**src/rtl/video_pipe_pkg.sv**
```systemverilog
// video_pipe_pkg: register map, field positions and pipeline beat type shared by the video stream pipeline.
package video_pipe_pkg;
    localparam logic [1:0] REG_CTRL      = 2'd0;
    localparam logic [1:0] REG_STATUS    = 2'd1;
    localparam logic [1:0] REG_FRAME_CNT = 2'd2;
    localparam logic [1:0] REG_LEN_ERR   = 2'd3;
    localparam int CTRL_PAUSE  = 0;
    localparam int CTRL_IRQ_EN = 1;
    localparam int CTRL_CH_LSB = 8;
    localparam int ST_PAUSED   = 0;
    localparam int ST_IRQ      = 1;
    localparam int ST_LEN_ERR  = 2;
    localparam int ST_CH_LSB   = 8;
    localparam int PIX_W       = 16;
    typedef struct packed {
        logic [PIX_W-1:0] data;
        logic             sop;
        logic             eop;
    } beat_t;
endpackage

```
**src/rtl/video_pipe_stage.sv**
```systemverilog
// video_pipe_stage: one stall-able pipeline register holding a beat; loads whenever it is empty or downstream is ready.
module video_pipe_stage
#(
    parameter type beat_t = video_pipe_pkg::beat_t
) (
    input  logic  clk,
    input  logic  reset,
    input  logic  valid_i,
    input  beat_t beat_i,
    input  logic  rdy_i,
    output logic  valid_o,
    output beat_t beat_o,
    output logic  rdy_o
);
    logic  valid_q;
    beat_t beat_q;

    assign rdy_o   = ~valid_q | rdy_i;
    assign valid_o = valid_q;
    assign beat_o  = beat_q;

    always_ff @(posedge clk or posedge reset) begin
        if (reset) begin
            valid_q <= 1'b0;
            beat_q  <= '0;
        end else if (rdy_o) begin
            valid_q <= valid_i;
            beat_q  <= beat_i;
        end
    end
endmodule

```
**src/rtl/video_stream_mux_pipe.sv**
```systemverilog
// video_stream_mux_pipe: frame-aligned NUM_CH:1 Avalon-ST mux feeding a PIPE_DEPTH-stage stallable pipeline, with pause/irq control over Avalon-MM.
// Optional frame length checker enabled by defining VIDEO_LEN_CHECK_EN.
module video_stream_mux_pipe
    import video_pipe_pkg::*;
#(
    parameter int DATA_W       = 16,
    parameter int NUM_CH       = 2,
    parameter int PIPE_DEPTH   = 6,
    parameter int FRAME_PIXELS = 76800
) (
    input  logic                     clk,
    input  logic                     reset,
    output logic                     irq_sender,
    input  logic                     chipselect,
    input  logic                     read,
    input  logic                     write,
    input  logic [1:0]               address,
    input  logic [31:0]              writedata,
    output logic [31:0]              readdata,
    input  logic [NUM_CH-1:0]        sink_valid_in,
    output logic [NUM_CH-1:0]        sink_ready_out,
    input  logic [NUM_CH*DATA_W-1:0] sink_data_in,
    input  logic [NUM_CH-1:0]        sink_startofpacket_in,
    input  logic [NUM_CH-1:0]        sink_endofpacket_in,
    output logic                     source_valid_out,
    input  logic                     source_ready_in,
    output logic [DATA_W-1:0]        source_data_out,
    output logic                     source_startofpacket_out,
    output logic                     source_endofpacket_out
);
    localparam logic [3:0] MAX_CH = 4'(NUM_CH - 1);

    typedef struct packed {
        logic [DATA_W-1:0] data;
        logic              sop;
        logic              eop;
    } pix_beat_t;

    logic        pause_req_q, irq_en_q, in_frame_q, gate_q, paused_q, irq_pending_q;
    logic [3:0]  ch_sel_q, active_ch_q, ch_clamp;
    logic [15:0] frame_cnt_q, len_err_cnt;
    logic [31:0] readdata_q, rd_d;
    logic        len_err, len_err_set;
    logic        sel_valid, accept, fwd, in_frame_d, gate_d, paused, src_eop, wr_ctrl, wr_status;
    pix_beat_t   sel_beat;
    logic [PIPE_DEPTH:0] valid, rdy;
    pix_beat_t   beat [PIPE_DEPTH+1];
    logic        unused_wd;

    assign unused_wd = ^{writedata[31:12], writedata[7:3]};

    always_comb begin
        sel_valid      = 1'b0;
        sel_beat       = '0;
        sink_ready_out = '1;
        for (int c = 0; c < NUM_CH; c++)
            if (active_ch_q == 4'(c)) begin
                sel_valid         = sink_valid_in[c];
                sel_beat          = '{data: sink_data_in[c*DATA_W +: DATA_W],
                                      sop: sink_startofpacket_in[c], eop: sink_endofpacket_in[c]};
                sink_ready_out[c] = rdy[0] & gate_q;
            end
    end

    // Beats outside a frame that do not open one are swallowed to resync on the next SOP.
    assign accept     = sel_valid & rdy[0] & gate_q;
    assign fwd        = accept & (in_frame_q | sel_beat.sop);
    assign in_frame_d = accept ? (sel_beat.sop ? ~sel_beat.eop : in_frame_q & ~sel_beat.eop) : in_frame_q;
    assign gate_d     = ~pause_req_q | (gate_q & in_frame_d);
    assign paused     = ~gate_q & ~|valid[PIPE_DEPTH:1];
    assign ch_clamp   = (ch_sel_q > MAX_CH) ? MAX_CH : ch_sel_q;
    assign src_eop    = valid[PIPE_DEPTH] & source_ready_in & beat[PIPE_DEPTH].eop;
    assign wr_ctrl    = chipselect & write & (address == REG_CTRL);
    assign wr_status  = chipselect & write & (address == REG_STATUS);

    assign valid[0]         = fwd;
    assign beat[0]          = sel_beat;
    assign rdy[PIPE_DEPTH]  = source_ready_in;

    for (genvar s = 0; s < PIPE_DEPTH; s++) begin : g_stage
        video_pipe_stage #(.beat_t(pix_beat_t)) u_stage (
            .clk(clk), .reset(reset),
            .valid_i(valid[s]), .beat_i(beat[s]), .rdy_i(rdy[s+1]),
            .valid_o(valid[s+1]), .beat_o(beat[s+1]), .rdy_o(rdy[s])
        );
    end

    assign source_valid_out         = valid[PIPE_DEPTH];
    assign source_data_out          = beat[PIPE_DEPTH].data;
    assign source_startofpacket_out = beat[PIPE_DEPTH].sop;
    assign source_endofpacket_out   = beat[PIPE_DEPTH].eop;
    assign irq_sender               = irq_pending_q & irq_en_q;
    assign readdata                 = readdata_q;

    assign rd_d = (address == REG_CTRL)      ? {20'd0, ch_sel_q, 6'd0, irq_en_q, pause_req_q} :
                  (address == REG_STATUS)    ? {20'd0, active_ch_q, 5'd0, len_err, irq_pending_q, paused} :
                  (address == REG_FRAME_CNT) ? {16'd0, frame_cnt_q} : {16'd0, len_err_cnt};

    always_ff @(posedge clk or posedge reset) begin
        if (reset) begin
            pause_req_q   <= 1'b0;
            irq_en_q      <= 1'b0;
            ch_sel_q      <= '0;
            active_ch_q   <= '0;
            in_frame_q    <= 1'b0;
            gate_q        <= 1'b1;
            paused_q      <= 1'b0;
            irq_pending_q <= 1'b0;
            frame_cnt_q   <= '0;
            readdata_q    <= '0;
        end else begin
            in_frame_q    <= in_frame_d;
            gate_q        <= gate_d;
            paused_q      <= paused;
            irq_pending_q <= (paused & ~paused_q) | len_err_set | (irq_pending_q & ~(wr_status & writedata[ST_IRQ]));
            if (!in_frame_q && !(accept && sel_beat.sop))
                active_ch_q <= ch_clamp;
            if (wr_ctrl) begin
                pause_req_q <= writedata[CTRL_PAUSE];
                irq_en_q    <= writedata[CTRL_IRQ_EN];
                ch_sel_q    <= writedata[CTRL_CH_LSB +: 4];
            end
            if (src_eop)
                frame_cnt_q <= frame_cnt_q + 16'd1;
            if (chipselect && read)
                readdata_q <= rd_d;
        end
    end

`ifdef VIDEO_LEN_CHECK_EN
    logic [31:0] pix_cnt_q, pix_cnt_d;
    logic [15:0] len_err_cnt_q;
    logic        len_err_q;

    assign pix_cnt_d   = sel_beat.sop ? 32'd1 : pix_cnt_q + 32'd1;
    assign len_err_set = fwd & sel_beat.eop & (pix_cnt_d != 32'(FRAME_PIXELS));
    assign len_err_cnt = len_err_cnt_q;
    assign len_err     = len_err_q;

    always_ff @(posedge clk or posedge reset) begin
        if (reset) begin
            pix_cnt_q     <= '0;
            len_err_cnt_q <= '0;
            len_err_q     <= 1'b0;
        end else begin
            if (fwd)
                pix_cnt_q <= pix_cnt_d;
            if (len_err_set && len_err_cnt_q != 16'hFFFF)
                len_err_cnt_q <= len_err_cnt_q + 16'd1;
            len_err_q <= len_err_set | (len_err_q & ~(wr_status & writedata[ST_LEN_ERR]));
        end
    end
`else
    localparam int unused_frame_pixels = FRAME_PIXELS;
    logic unused_len;
    assign unused_len  = writedata[ST_LEN_ERR];
    assign len_err_set = 1'b0;
    assign len_err_cnt = '0;
    assign len_err     = 1'b0;
`endif
endmodule

```
**config.mk**
```make
export PLATFORM = sky130hd
export DESIGN_NAME = video_stream_mux_pipe
export DESIGN_NICKNAME = d
export VERILOG_FILES = /design/src/rtl/video_pipe_pkg.sv /design/src/rtl/video_pipe_stage.sv /design/src/rtl/video_stream_mux_pipe.sv
export SDC_FILE = /design/constraint.sdc
export NUM_CORES = 1
export LEC_CHECK = 0
export ABC_AREA = 1
export CAP_MARGIN = 20
export CORE_MARGIN = 2
export CORE_UTILIZATION = 52
export DETAILED_ROUTE_END_ITERATION = 8
export PLACE_DENSITY = 0.91
export SYNTH_ARGS = -nofsm -noshare
export SYNTH_HDL_FRONTEND = slang
export SYNTH_SLANG_ARGS = --single-unit
```
**constraint.sdc**
```tcl
create_clock -name clk -period 7.7 [get_ports clk]
set_input_delay 1.54 -clock clk [delete_from_list [all_inputs] [get_ports clk]]
set_output_delay 1.54 -clock clk [all_outputs]
set_load 0.005 [all_outputs]
```
==> run summary, run 1 <==
outcome -> completed
Final period util -> 80.49%
unrepaired setup endpoints after global routing -> no
DR iter-0 viols -> 336
# hold bufs at CTS -> 0
syn avg cell area -> 9.324 um2
unique cell type count in the Yosys netlist -> 32
RD Place Congestion -> 0.8685
worst r2r path cells -> 8
vias per inst -> 5.103
Worst R2R Start -> g_stage[5].u_stage.valid_o
wire length per cell -> 14.20 um
Root Driver -> clkbuf_16
Worst-Skew Late Latency -> 0.42 ns
number of synthesized flops with an enable pin -> 0
Clock transition at path regs -> 0.06 ns
DRT Pass-1 Iters -> 5
Total Neg Setup Slack -> 0 ns
port bufs -> 89
Worst Hold Depth -> 1
Slew Limit Fails -> 0
Setup Skew -> 0.007800 ns
largest net degree at the start of global routing -> 95
synth warn -> 0
post-layout minimum cycle time -> 6.198 ns
Std-Cell Rows -> 41
Yosys top cell area share -> 58.78%
ys async rst share -> 100.0%
final setup margin -> 1.502 ns
Top FF cell, synth -> dfrtp_1
CP Max Fanout -> 41
Initial Util -> 53.42%
Fillers -> 962
synthesized instance count -> 726
Min Hold Slack -> 0.4632 ns
post-cts sizing count -> 0
initial antenna violation count -> 0
post-synthesis cell area -> 0.006769 mm2
post-DP HPWL -> 9129 um
DRC -> 0
# Post-CTS Setup Buffers -> 0
f_max -> 0.1613 GHz
#FFs+latches synth -> 160
Worst Hold Class -> reg2reg
CP required -> 6.16 ns
Max Cap Viol -> 0
CTS buffer count -> 17
first-pass GRT wire length -> 23640 um
NumNets Final -> 873
Placed Instances -> 945
Setup-failing EPs final -> 0
P&R area growth vs syn -> 21.50%
Critical Path Sink -> sink_ready_out[1]
clock tree buffer depth -> 2
worst vdd ir -> 107.3 uV
power per cell area -> 218.6 mW/mm2
CTS tree -> yes
vias in the first global route -> 4917
startpoint types -> input pin
post-route cell area -> 0.008224 mm2
die height -> 118.1 um
H-tree levels -> 4
pre-CTS WS -> 1.568 ns
layout cells sized above 1 -> 8.798%
Final ANT Viol Nets -> 0
final wirelength -> 13910 um
# IOs -> 132
Num Clock Sinks -> 160
max_slew headroom -> 43.77%
Core Area -> 0.01267 mm2
CP Launch Point -> source_ready_in
Non-Filler Instances -> 979
total track usage -> 21.06%
die area -> 0.01395 mm2
largest cells by area after synthesis -> dfrtp_1 59%, nand2_1 12%, buf_4 3.8%
Final Hold Fails -> 0
critical path class -> in2out
dpl cell area -> 0.007581 mm2
Static Leak -> 4.112 nW
CP endpoint kind -> output pin
Antenna diodes -> 0
Arr. time, crit path -> 4.66 ns
Yosys top cell by area -> dfrtp_1
flop2flop setup slack -> 4.28 ns
total gr overflow -> 0
reg-to-reg endpoint -> g_stage[1].u_stage.beat_o[5]
Worst-Margin Slew -> 0.8426 ns
Die Wd -> 118.1 um
Seq/Total Area, Yosys -> 59.17%
routed vias -> 4996
-- logic make-up (layout without fill, tap and decap cells) --
kind of cell / count (synthesis) / after routing / share of synthesized area (%)
AO/OA/AOI/OAI: 82 / 82 / 6.654
XOR/XNOR: 11 / 11 / 1.423
adder cells (fa/ha/maj): 1 / 1 / 0.1848
buffers and inverters: 115 / 181 / 8.632
flip-flops: 160 / 160 / 59.17
multiplexers: 22 / 22 / 3.660
other: 1 / 16 / 0.05540
AND/OR/NAND/NOR: 334 / 334 / 20.22
-- worst min path at each step --
stage                                       startpoint  slack (ns)                            to
after CTS                 g_stage[2].u_stage.beat_o[0]        0.47  g_stage[3].u_stage.beat_o[0]
final                                         paused_q        0.46                 irq_pending_q
after floorplan                            pause_req_q        0.39                        gate_q
after detailed placement                      paused_q        0.45                 irq_pending_q
after global routing      g_stage[4].u_stage.beat_o[7]        0.49  g_stage[4].u_stage.beat_o[7]
after global placement                        paused_q        0.42                 irq_pending_q
-- cell usage in the layout, fill, tap and decap left out, drive strengths merged --
master,instances
a21oi,7
a221oi,4
a31oi,19
and3,1
buf,5
bufinv,2
clkbuf,20
clkdlybuf4s50,89
clkinv,8
clkinvlp,2
conb,16
dfrtp,159
dfstp,1
ha,1
inv,55
mux2,22
nand2,223
nand3,44
nand4,6
nor2,55
nor3,4
o21ai,51
o22ai,1
or2,1
xnor2,2
xor2,9
-- area by class of cell --
type | count | area [um2] | share of cell area [%]
Timing Repair Buffer | 94 | 955.9 | 11.62
Clock inverter | 12 | 133.9 | 1.628
Multi-Input combinational cell | 466 | 2236 | 27.19
Clock buffer | 20 | 466.7 | 5.675
Inverter | 55 | 211.5 | 2.571
Tap cell | 172 | 215.2 | 2.617
Sequential cell | 160 | 4005 | 48.70
-- power by group --
| part | switching, W | total (W) | internal, W |
|---|---|---|---|
| Sequential | 0.0000124 | 0.000869 | 0.000856 |
| Combinational | 0.0000405 | 0.0000874 | 0.0000469 |
| Clock | 0.000337 | 0.000841 | 0.000504 |
| Total | 0.000390 | 0.00180 | 0.00141 |
-- critical path: stages --
cell	delay, ns
clkdlybuf4s50_1	0.45
inv_1	0.11
nand3_2	0.32
nor2_2	0.78
nand4_4	0.65
nand2_1	0.25
nand3_1	0.09
clkdlybuf4s50_1	0.46
-- state kept, by name (all words and copies together) (netlist names) --
register / flops
active_ch_q: 4
ch_sel_q: 4
frame_cnt_q: 16
g_stage.u_stage.beat_o: 108
g_stage.u_stage.valid_o: 6
gate_q: 1
in_frame_q: 1
irq_en_q: 1
irq_pending_q: 1
pause_req_q: 1
paused_q: 1
readdata: 16
-- synth_stat cells (5+ instances only) --
library cell  count
xor2_1            9
buf_4            34
inv_1            52
o21ai_1          19
o21ai_0          32
nor2_1           52
clkbuf_1          8
nand3_1          42
dfrtp_1         159
buf_2            14
nand2_1         222
a31oi_1          19
mux2_2           22
nand4_1           5
a21oi_1           7
-- metrics by stage --
stage	utilization, %	power (W)
after detailed placement	59.83	0.0009702
after floorplan	-	0.0009221
after CTS	64.57	0.001802
after global placement	59.83	0.0009676
final	64.91	0.001798
after global routing	64.91	0.001857
-- layer usage --
layer / global-route usage, % / vias to the layer above / wire length (um)
li1: - / 2418 / -
met1: 27.12 / 2436 / 6052
met2: 35.04 / 125 / 7059
met3: 5.426 / 17 / 615
met4: 6.551 / 0 / 177
met5: 0 / - / 0
(Power assumes the default switching activity.)
==> inputs of run 2 (changes only) <==
==> constraint.sdc (replaced) <==
create_clock -name clk -period 6.4 [get_ports clk]
set_input_delay 1.28 -clock clk [delete_from_list [all_inputs] [get_ports clk]]
set_output_delay 1.28 -clock clk [all_outputs]
set_load 0.005 [all_outputs]
==> run summary, run 2 (same netlist as run 1, synthesis figures left out) <==
Std-Cell Rows -> 41 (unchanged)
routed length on met1 -> 6008 um (-0.73%)
die height -> 118.1 um (unchanged)
Num Clock Sinks -> 160 (unchanged)
unrepaired setup endpoints after global routing -> no
vias in the first global route -> 5148 (+4.7%)
Total Neg Setup Slack -> 0 ns (unchanged)
# Post-CTS Setup Buffers -> 0 (unchanged)
post-layout minimum cycle time -> 5.065 ns
CP Max Fanout -> 41 (unchanged)
# IOs -> 132 (unchanged)
CP Launch Point -> source_ready_in
Final period util -> 79.14%
CP endpoint kind -> output pin
Arr. time, crit path -> 3.78 ns (-0.88 ns)
layout cells sized above 1 -> 8.437% (-0.36 points)
outcome -> completed
Worst-Skew Late Latency -> 0.42 ns (about the same)
Die Wd -> 118.1 um (unchanged)
Setup-failing EPs final -> 0 (unchanged)
Critical Path Sink -> sink_ready_out[1]
clock tree buffer depth -> 2 (unchanged)
pre-CTS WS -> 1.399 ns (-0.1688 ns)
final wirelength -> 14110 um (+1.5%)
Initial Util -> 53.42% (unchanged)
CP required -> 5.12 ns (-1.04 ns)
f_max -> 0.1974 GHz
critical path class -> in2out
Core Area -> 0.01267 mm2 (unchanged)
reg-to-reg endpoint -> g_stage[1].u_stage.beat_o[3]
worst r2r path cells -> 9 (+1)
CTS tree -> yes
DRC -> 0 (unchanged)
NumNets Final -> 873 (unchanged)
top layer in use -> met4
Worst Hold Class -> reg2reg
Slew Limit Fails -> 0 (unchanged)
vias per inst -> 5.194 (+1.8%)
post-cts sizing count -> 0 (unchanged)
DR iter-0 viols -> 360 (+7.1%)
RD Place Congestion -> 0.8603 (-0.94%)
Static Leak -> 4.103 nW (-0.20%)
Fillers -> 949 (-1.4%)
CTS buffer count -> 17 (unchanged)
Final Hold Fails -> 0 (unchanged)
flop2flop setup slack -> 3.50 ns (-0.78 ns)
Max Cap Viol -> 0 (unchanged)
commonest non-fill, non-tap cells in the layout -> 222 x nand2_1, 159 x dfrtp_1, 89 x clkdlybuf4s50_1
DRT Pass-1 Iters -> 5 (unchanged)
H-tree levels -> 4 (unchanged)
largest net degree at the start of global routing -> 114 (+20%)
first-pass GRT wire length -> 24360 um (+3.1%)
port bufs -> 89 (unchanged)
wire length per cell -> 14.43 um (+1.6%)
die area -> 0.01395 mm2 (unchanged)
worst vdd ir -> 196.3 uV (+83%)
Setup Skew -> 0.008976 ns (+0.001176 ns)
Clock transition at path regs -> 0.06 ns (about the same)
routed vias -> 5080 (+1.7%)
power per cell area -> 265.2 mW/mm2 (+21%)
DR WL met2 -> 7132 um (+1.0%)
startpoint types -> input pin
total track usage -> 21.62% (+0.56 points)
# hold bufs at CTS -> 0 (unchanged)
max_slew headroom -> 35.80% (-8.0 points)
post-DP HPWL -> 9227 um (+1.1%)
met3 routed WL -> 586 um (-4.7%)
Final ANT Viol Nets -> 0 (unchanged)
commonest non-fill, non-tap cell in the layout -> nand2_1
total gr overflow -> 0 (unchanged)
Worst-Margin Slew -> 0.9631 ns (+0.1205 ns)
max FFs per register -> 108 (unchanged)
initial antenna violation count -> 0 (unchanged)
P&R area growth vs syn -> 21.02%
Worst R2R Start -> g_stage[5].u_stage.valid_o
final setup margin -> 1.335 ns (-0.1670 ns)
Antenna diodes -> 0 (unchanged)
Root Driver -> clkbuf_16
==> run 2: cell types whose count changed in the layout (fill, tap and decap cells not counted), sizes merged <==
| cell | before | now |
|---|---|---|
| clkinvlp | 2 | 1 |
| clkinv | 8 | 6 |
| clkbuf | 20 | 21 |
| bufinv | 2 | 3 |
==> run 2: stage by stage <==
stage | hold WS, ns | util (%) | power [W] | cell area, um2 | std cells
6_report | 0.4603 | 64.65 | 0.002172 | 8192 | 978
5_1_grt | 0.4833 | 64.65 | 0.002234 | 8192 | 978
4_1_cts | 0.4552 | 64.65 | 0.002176 | 8192 | 978
3_5_place_dp | 0.4306 | 59.95 | 0.001168 | 7596 | 947
3_3_place_gp | 0.4170 | 59.95 | 0.001164 | 7596 | 947
2_1_floorplan | 0.3917 | - | 0.001109 | 6825 | 741
==> run 2: critical path, cell delays in order <==
cell and delay [ns]:
clkdlybuf4s50_1 0.47, inv_1 0.13, nand3_2 0.34, nor2_2 0.29, nand4_4 0.46, nand2_1 0.25, nand3_1 0.09, clkdlybuf4s50_1 0.46
==> run 2: worst min-delay path by stage <==
stage,from,end,slack [ns],cells after the start
after floorplan,pause_req_q,gate_q,0.39,1
after CTS,pause_req_q,gate_q,0.46,1
after global placement,paused_q,irq_pending_q,0.42,1
after detailed placement,paused_q,irq_pending_q,0.43,1
after global routing,pause_req_q,gate_q,0.48,1
final,pause_req_q,gate_q,0.46,1
==> run 2: final cells by class <==
type / instances / area, um2 / area share (%)
repair buffers: 94 / 928.4 / 11.33
clock inverters: 10 / 135.1 / 1.650
multi-input cells: 466 / 2236 / 27.29
inverters: 55 / 211.5 / 2.581
clock buffers: 21 / 460.4 / 5.621
well taps: 172 / 215.2 / 2.627
flip-flops and latches: 160 / 4005 / 48.89
==> run 2: power breakdown <==
group / leakage, nW / switching (W) / total, W / internal [W]
Combinational: 1.65 / 0.0000489 / 0.000104 / 0.0000547
Clock: 0.293 / 0.000392 / 0.00102 / 0.000631
Sequential: 2.16 / 0.0000149 / 0.00105 / 0.00103
==> run 2: metal layers <==
metal	GRT usage [%]	up-vias
met5	0	-
met4	9.111	0
met3	5.136	38
met2	35.69	146
met1	27.37	2486
li1	-	2410
==> inputs of run 3 (changes only) <==
==> constraint.sdc (replaced) <==
create_clock -name clk -period 5.3 [get_ports clk]
set_input_delay 1.06 -clock clk [delete_from_list [all_inputs] [get_ports clk]]
set_output_delay 1.06 -clock clk [all_outputs]
set_load 0.005 [all_outputs]
==> run summary, run 3 (same netlist as run 1, synthesis figures left out) <==
clock tree buffer depth -> 2 (unchanged)
Final Hold Fails -> 0 (unchanged)
Clock transition at path regs -> 0.06 ns (about the same)
startpoint types -> input pin
total track usage -> 20.53% (-1.1 points)
wire length per cell -> 13.71 um (-5.0%)
DRT Pass-1 Iters -> 7 (+2)
H-tree levels -> 4 (unchanged)
max_slew headroom -> 45.52% (+9.7 points)
Setup-failing EPs final -> 0 (unchanged)
first-pass GRT wire length -> 22960 um (-5.7%)
NumNets Final -> 874 (+0.11%)
Worst-Skew Late Latency -> 0.42 ns (about the same)
Std-Cell Rows -> 41 (unchanged)
# Post-CTS Setup Buffers -> 0 (unchanged)
CP endpoint kind -> output pin
P&R area growth vs syn -> 20.55%
met3 routed WL -> 702 um (+20%)
largest net degree at the start of global routing -> 161 (+41%)
commonest non-fill, non-tap cell in the layout -> nand2_1
die height -> 118.1 um (unchanged)
layout cells sized above 1 -> 8.787% (+0.35 points)
Slew Limit Fails -> 0 (unchanged)
DRC -> 0 (unchanged)
top layer in use -> met4
vias per inst -> 5.082 (-2.2%)
port bufs -> 89 (unchanged)
Setup Skew -> 0.01211 ns (+0.003132 ns)
Worst Hold Class -> reg2reg
die area -> 0.01395 mm2 (unchanged)
f_max -> 0.2316 GHz
Antenna diodes -> 0 (unchanged)
Slowest-stage cell, CP -> clkdlybuf4s50_1
total gr overflow -> 0 (unchanged)
Worst-Margin Slew -> 0.8172 ns (-0.1459 ns)
# hold bufs at CTS -> 0 (unchanged)
Initial Util -> 53.42% (unchanged)
routed length on met1 -> 5946 um (-1.0%)
Total Neg Setup Slack -> 0 ns (unchanged)
unrepaired setup endpoints after global routing -> no
CP required -> 4.24 ns (-0.88 ns)
crit-path cells -> clkdlybuf4s50_1 -> inv_1 -> nand3_2 -> nor2_2 -> nand4_4 -> buf_4 -> nand2_1 -> nand3_1 -> clkdlybuf4s50_1
crit-path most repeated cell -> clkdlybuf4s50_1
Root Driver -> clkbuf_16
Final period util -> 81.45%
vias in the first global route -> 4904 (-4.7%)
Num Clock Sinks -> 160 (unchanged)
CTS buffer count -> 17 (unchanged)
Die Wd -> 118.1 um (unchanged)
RD Place Congestion -> 0.8560 (-0.50%)
Static Leak -> 4.077 nW (-0.65%)
post-layout minimum cycle time -> 4.317 ns
commonest non-fill, non-tap cells in the layout -> 222 x nand2_1, 159 x dfrtp_1, 89 x clkdlybuf4s50_1
DR WL met2 -> 6528 um (-8.5%)
Arr. time, crit path -> 3.26 ns (-0.52 ns)
max FFs per register -> 108 (unchanged)
initial antenna violation count -> 0 (unchanged)
# IOs -> 132 (unchanged)
CP Max Fanout -> 41 (unchanged)
Final ANT Viol Nets -> 0 (unchanged)
CP peak stage delay -> 0.45 ns (-0.02 ns)
Max Cap Viol -> 0 (unchanged)
post-DP HPWL -> 8871 um (-3.9%)
outcome -> completed
CTS tree -> yes
DR iter-0 viols -> 448 (+24%)
worst vdd ir -> 250.7 uV (+28%)
routed vias -> 4980 (-2.0%)
power per cell area -> 309.1 mW/mm2 (+17%)
post-cts sizing count -> 0 (unchanged)
final wirelength -> 13440 um (-4.8%)
critical path class -> in2out
Util after Layout -> 64.40% (-0.25 points)
Core Area -> 0.01267 mm2 (unchanged)
[run 3: cell types whose count changed in the layout (fill, tap and decap cells not counted)]
| cell | change |
|---|---|
| clkinvlp_4 | +4 |
| bufinv_16 | -2 |
| clkbuf_8 | -2 |
| clkinv_2 | +2 |
| buf_12 | +1 |
| clkbuf_1 | -1 |
[run 3: report_power, final]
group / switching [W] / internal, W / leakage [nW]
Combinational: 0.0000600 / 0.0000670 / 1.65
Sequential: 0.0000177 / 0.00124 / 2.16
Clock: 0.000490 / 0.000643 / 0.262
[run 3: final timing paths]
path                                                      to                  startpoint  depth (start not counted)  slack, ns
worst max-delay path                       sink_ready_out[1]             source_ready_in                          9       0.98
worst min-delay path                           irq_pending_q                    paused_q                          1       0.44
worst max register to register  g_stage[1].u_stage.beat_o[3]  g_stage[5].u_stage.valid_o                          9       2.42
worst min register to register                 irq_pending_q                    paused_q                          1       0.44
max in group asynchronous                        readdata[0]                       reset                          3       3.46
min in group asynchronous       g_stage[0].u_stage.beat_o[5]                       reset                          3       1.23
[run 3: worst max-delay path, delay by kind of cell]
kind                   cells  cell delay, ns
buffers and inverters      4            1.27
AND/OR/NAND/NOR            5            0.92
[run 3: routing by layer]
metal	vias up	GRT usage [%]
met3	23	5.184
met2	149	33.13
met5	-	0
met1	2371	26.68
met4	0	8.133
li1	2437	-
[run 3: layout make-up]
cell class | instances | area (um2)
inverter | 55 | 210.2
timing repair buffer | 95 | 948.4
fill | 958 | 4511
tap | 172 | 215.2
clock buffer | 18 | 429.2
clock inverter | 14 | 116.4
multi-input combinational | 466 | 2236
sequential | 160 | 4005
[run 3: per-stage QoR]
stage                     instances  instance area, um2  power [W]  setup WS (ns)  hold slack [ns]
after floorplan                 741                6829   0.001340          2.212           0.3917
after global placement          948                7615   0.001407          1.032           0.4171
after detailed placement        948                7615   0.001411          1.019           0.4496
after CTS                       980                8160   0.002530         0.9930           0.4500
after global routing            980                8160   0.002602         0.7958           0.4581
final                           980                8160   0.002522         0.9829           0.4431
